## config.mk

```make
export PLATFORM = sky130hd
export DESIGN_NAME = group_tile_emit_fp16
export DESIGN_NICKNAME = d
export VERILOG_FILES = /design/src/rtl/group_tile_emit_fp16.sv
export SDC_FILE = /design/constraint.sdc
export NUM_CORES = 1
export LEC_CHECK = 0
export ABC_AREA = 1
export CAP_MARGIN = 20
export CORE_MARGIN = 8
export CORE_UTILIZATION = 55
export CTS_CLUSTER_DIAMETER = 80
export DETAILED_ROUTE_END_ITERATION = 7
export GPL_ROUTABILITY_DRIVEN = 1
export GPL_TIMING_DRIVEN = 0
export PLACE_DENSITY = 0.91
export SYNTH_ARGS = -nofsm -noshare
export SYNTH_HDL_FRONTEND = slang
export SYNTH_SLANG_ARGS = --single-unit
```

## constraint.sdc

```tcl
create_clock -name clk -period 7.96 [get_ports clk]
set_clock_uncertainty 0.15 [all_clocks]
set_input_delay 1.194 -clock clk [delete_from_list [all_inputs] [get_ports clk]]
set_output_delay 1.194 -clock clk [all_outputs]
set_load 0.01 [all_outputs]
```

## src/rtl/group_tile_emit_fp16.sv

```systemverilog
// Ping-pong group buffer that serialises each accepted group into a
// one-tile-per-cycle stream (no backpressure), flagging the final tile.
module group_tile_emit_fp16 #(
  parameter  int DW              = 16,
  parameter  int H_TILE          = 1,
  parameter  int P_TILE          = 1,
  parameter  int TILES_PER_GROUP = 8,
  localparam int HPW             = H_TILE * P_TILE * DW,
  localparam int IW              = (TILES_PER_GROUP > 1) ? $clog2(TILES_PER_GROUP) : 1
) (
  input  logic                           clk,
  input  logic                           rst,
  input  logic                           grp_valid_i,
  output logic                           grp_ready_o,
  input  logic [TILES_PER_GROUP*HPW-1:0] grp_data_i,
  input  logic                           hold_i,
  output logic                           tile_valid_o,
  output logic [HPW-1:0]                 tile_o,
  output logic                           tile_last_o,
  output logic [IW-1:0]                  tile_idx_o,
  output logic                           busy_o
);

  localparam int              GW     = TILES_PER_GROUP * HPW;
  localparam logic [IW-1:0]   K_LAST = IW'(TILES_PER_GROUP - 1);

  typedef enum logic {
    S_IDLE,
    S_STREAM
  } state_t;

  state_t         r_state;
  state_t         w_state_nxt;

  logic [GW-1:0]  r_slot [2];
  logic           r_wptr;
  logic           r_rptr;
  logic [1:0]     r_occ;
  logic [IW-1:0]  r_k;
  logic [HPW-1:0] r_tile;
  logic           r_last;
  logic [IW-1:0]  r_idx;

  logic           w_accept;
  logic           w_emit;
  logic           w_free;
  logic [HPW-1:0] w_tile_sel;

  // Ready looks only at pre-edge occupancy, so a slot freeing this edge
  // cannot be refilled on the same edge.
  assign grp_ready_o = (r_occ != 2'd2);
  assign w_accept    = grp_valid_i && grp_ready_o;

  // r_state records whether a tile was issued on the previous edge,
  // which is exactly the registered tile_valid_o.
  always_comb begin
    w_state_nxt = S_IDLE;
    w_emit      = 1'b0;
    if ((r_occ != 2'd0) && !hold_i) begin
      w_state_nxt = S_STREAM;
      w_emit      = 1'b1;
    end
  end

  assign w_free     = w_emit && (r_k == K_LAST);
  assign w_tile_sel = r_slot[r_rptr][r_k*HPW +: HPW];

  always_ff @(posedge clk) begin
    if (rst) begin
      r_state <= S_IDLE;
    end else begin
      r_state <= w_state_nxt;
    end
  end

  // Slot payload needs no reset: occupancy alone decides what is valid.
  always_ff @(posedge clk) begin
    if (w_accept) begin
      r_slot[r_wptr] <= grp_data_i;
    end
  end

  always_ff @(posedge clk) begin
    if (rst) begin
      r_wptr <= 1'b0;
      r_rptr <= 1'b0;
      r_occ  <= 2'd0;
      r_k    <= '0;
      r_tile <= '0;
      r_last <= 1'b0;
      r_idx  <= '0;
    end else begin
      if (w_accept) begin
        r_wptr <= ~r_wptr;
      end

      case ({w_accept, w_free})
        2'b10:   r_occ <= r_occ + 2'd1;
        2'b01:   r_occ <= r_occ - 2'd1;
        default: r_occ <= r_occ;
      endcase

      if (w_emit) begin
        r_tile <= w_tile_sel;
        r_idx  <= r_k;
        r_last <= (r_k == K_LAST);
        if (r_k == K_LAST) begin
          r_k    <= '0;
          r_rptr <= ~r_rptr;
        end else begin
          r_k <= r_k + 1'b1;
        end
      end else begin
        r_last <= 1'b0;
      end
    end
  end

  assign tile_valid_o = (r_state == S_STREAM);
  assign tile_o       = r_tile;
  assign tile_last_o  = r_last;
  assign tile_idx_o   = r_idx;
  assign busy_o       = (r_occ != 2'd0) || tile_valid_o;

endmodule

```

==> results_dict.tcl <==
set metrics [dict create \
    ys_types 23 \
    clkLatencyLatePin_ps 540 \
    relSlewSlack_pct 56.4 \
    drc 3 \
    crit_path_end_kind "output pin" \
    finalNetCount 1347 \
    die_h_um 161 \
    drv_cap 0 \
    synth.most_common_cell "nand2_1" \
    crit_fanout 4 \
    holdCritStartpoint "r_rptr" \
    syn_nets 1156 \
    clock-sinks 285 \
    grt_pass1_wl_mm 49.0 \
    die_area_um2 25800 \
    crit_arrival_ps 1700 \
    seq_area_frac_synth_pct 72.0 \
    clkSlewWorstSetupHoldPaths_ps 60 \
    grt_overflow 0 \
    rsz0062_at_grt "false" \
    grt_use_total_pct 24.7 \
    numCtsBuffers 27 \
    worstMarginPinSlew_ps 654 \
    synth_seq_cells 285 \
    min_path_type "reg2reg" \
    reg2reg_depth 6 \
    nFillCells 1287 \
    drive_above_1_share_pct 8.27 \
    viasPerCell 5.82 \
    yosysTopAreaCell "edfxtp_1" \
    vias 8793 \
    slew_viol_final 0 \
    outcome "finished, violations left" \
    postCtsHoldBufs 0 \
    hpwlAfterDp_mm 22.1 \
    ir_drop_uv 182 \
    antenna_found_initial 3 \
    post-route-cell-area_um2 14400 \
    post_drt_wl_per_cell_um 21.7 \
    grt_pass1_vias 8875 \
    avgSynthCellArea_um2 11.3 \
    num_rows 53 \
    setup_viol 0 \
    clock.fmax_mhz 329 \
    gp_congestion 0.900 \
    synth_top_cell_area_share_pct 66.9 \
    fin_tns_setup_ps 0 \
    drt_iter0_drc 1210 \
    cts_tree "yes" \
    worst_setup_path_start_kind "register" \
    drtPass1Iterations 8 \
    netlist_area_um2 11500 \
    ctsResizeCount 0 \
    netlist_top_cells_area "edfxtp_1 67%, nand2_1 11%, dfxtp_1 5.1%, nor2_1 3.9%, nand3_1 3.2%" \
    htree_levels 1 \
    power_density_nw_per_um2 234 \
    drt.antenna.violating_nets 0 \
    critPathLaunch "r_occ[0]" \
    post_cts_buffers 0 \
    place_area_um2 13600 \
    cts_root_buf "clkbuf_16" \
    hold_depth 1 \
    power_leakage_nw 5.57 \
    grt_max_degree 34 \
    min_period_over_period_pct 38.2 \
    port_buffers 154 \
    die_width_um 161 \
    r2r_start "r_occ[0]" \
    cp.required_ps 6620 \
    synthArstFlopShare_pct 0 \
    synth_common_cells "334 x nand2_1, 256 x edfxtp_1, 119 x nor2_1, 73 x nand3_1, 45 x inv_1" \
    io_pins 155 \
    yosysWarnings 0 \
    area_delta_synth_final_pct 25.5 \
    finalWirelength_mm 32.8 \
    synthFlopType "edfxtp_1" \
    syn_inst 1021 \
    start_util_pct 55.3 \
    clock_path_buffers 3 \
    violations "design-rule violations" \
    critPathKind "reg2out" \
    synth_edf_count 256 \
    core_um2 20800 \
    hold_viol_final 0 \
    period_needed_ps 3040 \
]
[cell type report]
type / instances / area, um2 / share of cell area, %
Antenna cell: 3 / 7.51 / 0.0521
Tap cell: 275 / 344 / 2.39
Timing Repair Buffer: 162 / 1720 / 11.9
Buffer: 55 / 339 / 2.35
Clock buffer: 41 / 798 / 5.54
Multi-Input combinational cell: 632 / 2710 / 18.8
Sequential cell: 285 / 8270 / 57.4
Inverter: 49 / 184 / 1.28
Clock inverter: 9 / 45.0 / 0.313
[cell usage in the layout, fill, tap and decap left out]
master / n
clkbuf_8: 7
buf_2: 25
buf_6: 8
dfxtp_1: 29
edfxtp_1: 256
and3_1: 1
buf_12: 6
inv_2: 3
o211ai_1: 20
nor2_1: 117
buf_1: 3
buf_4: 11
diode_2: 3
nor4_1: 1
clkbuf_16: 27
clkinv_1: 4
buf_16: 2
o211ai_2: 3
o21ai_0: 42
nand3_1: 73
a21oi_1: 22
clkinv_2: 5
clkdlybuf4s50_1: 154
clkbuf_1: 15
ha_1: 3
nand2_1: 334
o21ai_1: 9
nor2_4: 2
inv_6: 1
nor2_2: 2
nor3_1: 3
inv_1: 45
[where the power goes]
part | internal (mW) | switching [mW]
sequential | 1.74 | 0.0317
combinational | 0.151 | 0.218
clock | 0.689 | 0.539
total | 2.58 | 0.789
[cells by family after synthesis]
group,Yosys count,synth area share (%)
AOI/OAI and AO/OA,96,4.81
adders and majority gates,3,0.327
buffers and inverters,104,4.55
DFF,285,72.0
and+or+nand+nor,533,18.3
[state kept, by name, indices dropped and copies added, names as in the netlist, named ones only]
register	count
r_slot	256
tile_o	16
r_k	3
tile_idx_o	3
r_occ	2
r_rptr	1
r_wptr	1
tile_last_o	1
tile_valid_o	1
[worst max-delay path: stages (launching register included)]
cell and delay [ps]:
dfxtp_1 380, inv_1 100, nand2_1 100, clkdlybuf4s50_1 590
[per-stage QoR]
stage	util (%)	worst slack [ps]	power (mW)	instances	hold slack (ps)
global route	69.4	4880	3.45	1511	345
finish	69.4	4920	3.37	1511	316
global placement	64.4	-2570	2.14	1450	287
CTS	69.4	4940	3.34	1508	316
floorplan	-	562	1.97	1021	276
detailed placement	65.3	4540	2.15	1458	305
[layer usage]
metal	GRT usage, %	wire, um
met1	29.1	11200
met2	41.9	16000
met3	5.40	3830
met4	12.8	1840
met5	0	0
[path summary, 6_finish.rpt]
path,slack (ps),endpoint
max,4920,grp_ready_o
min,320,r_rptr
max reg2reg,5660,r_slot[0][26]
min reg2reg,320,r_rptr
(Power assumes the default switching activity.)
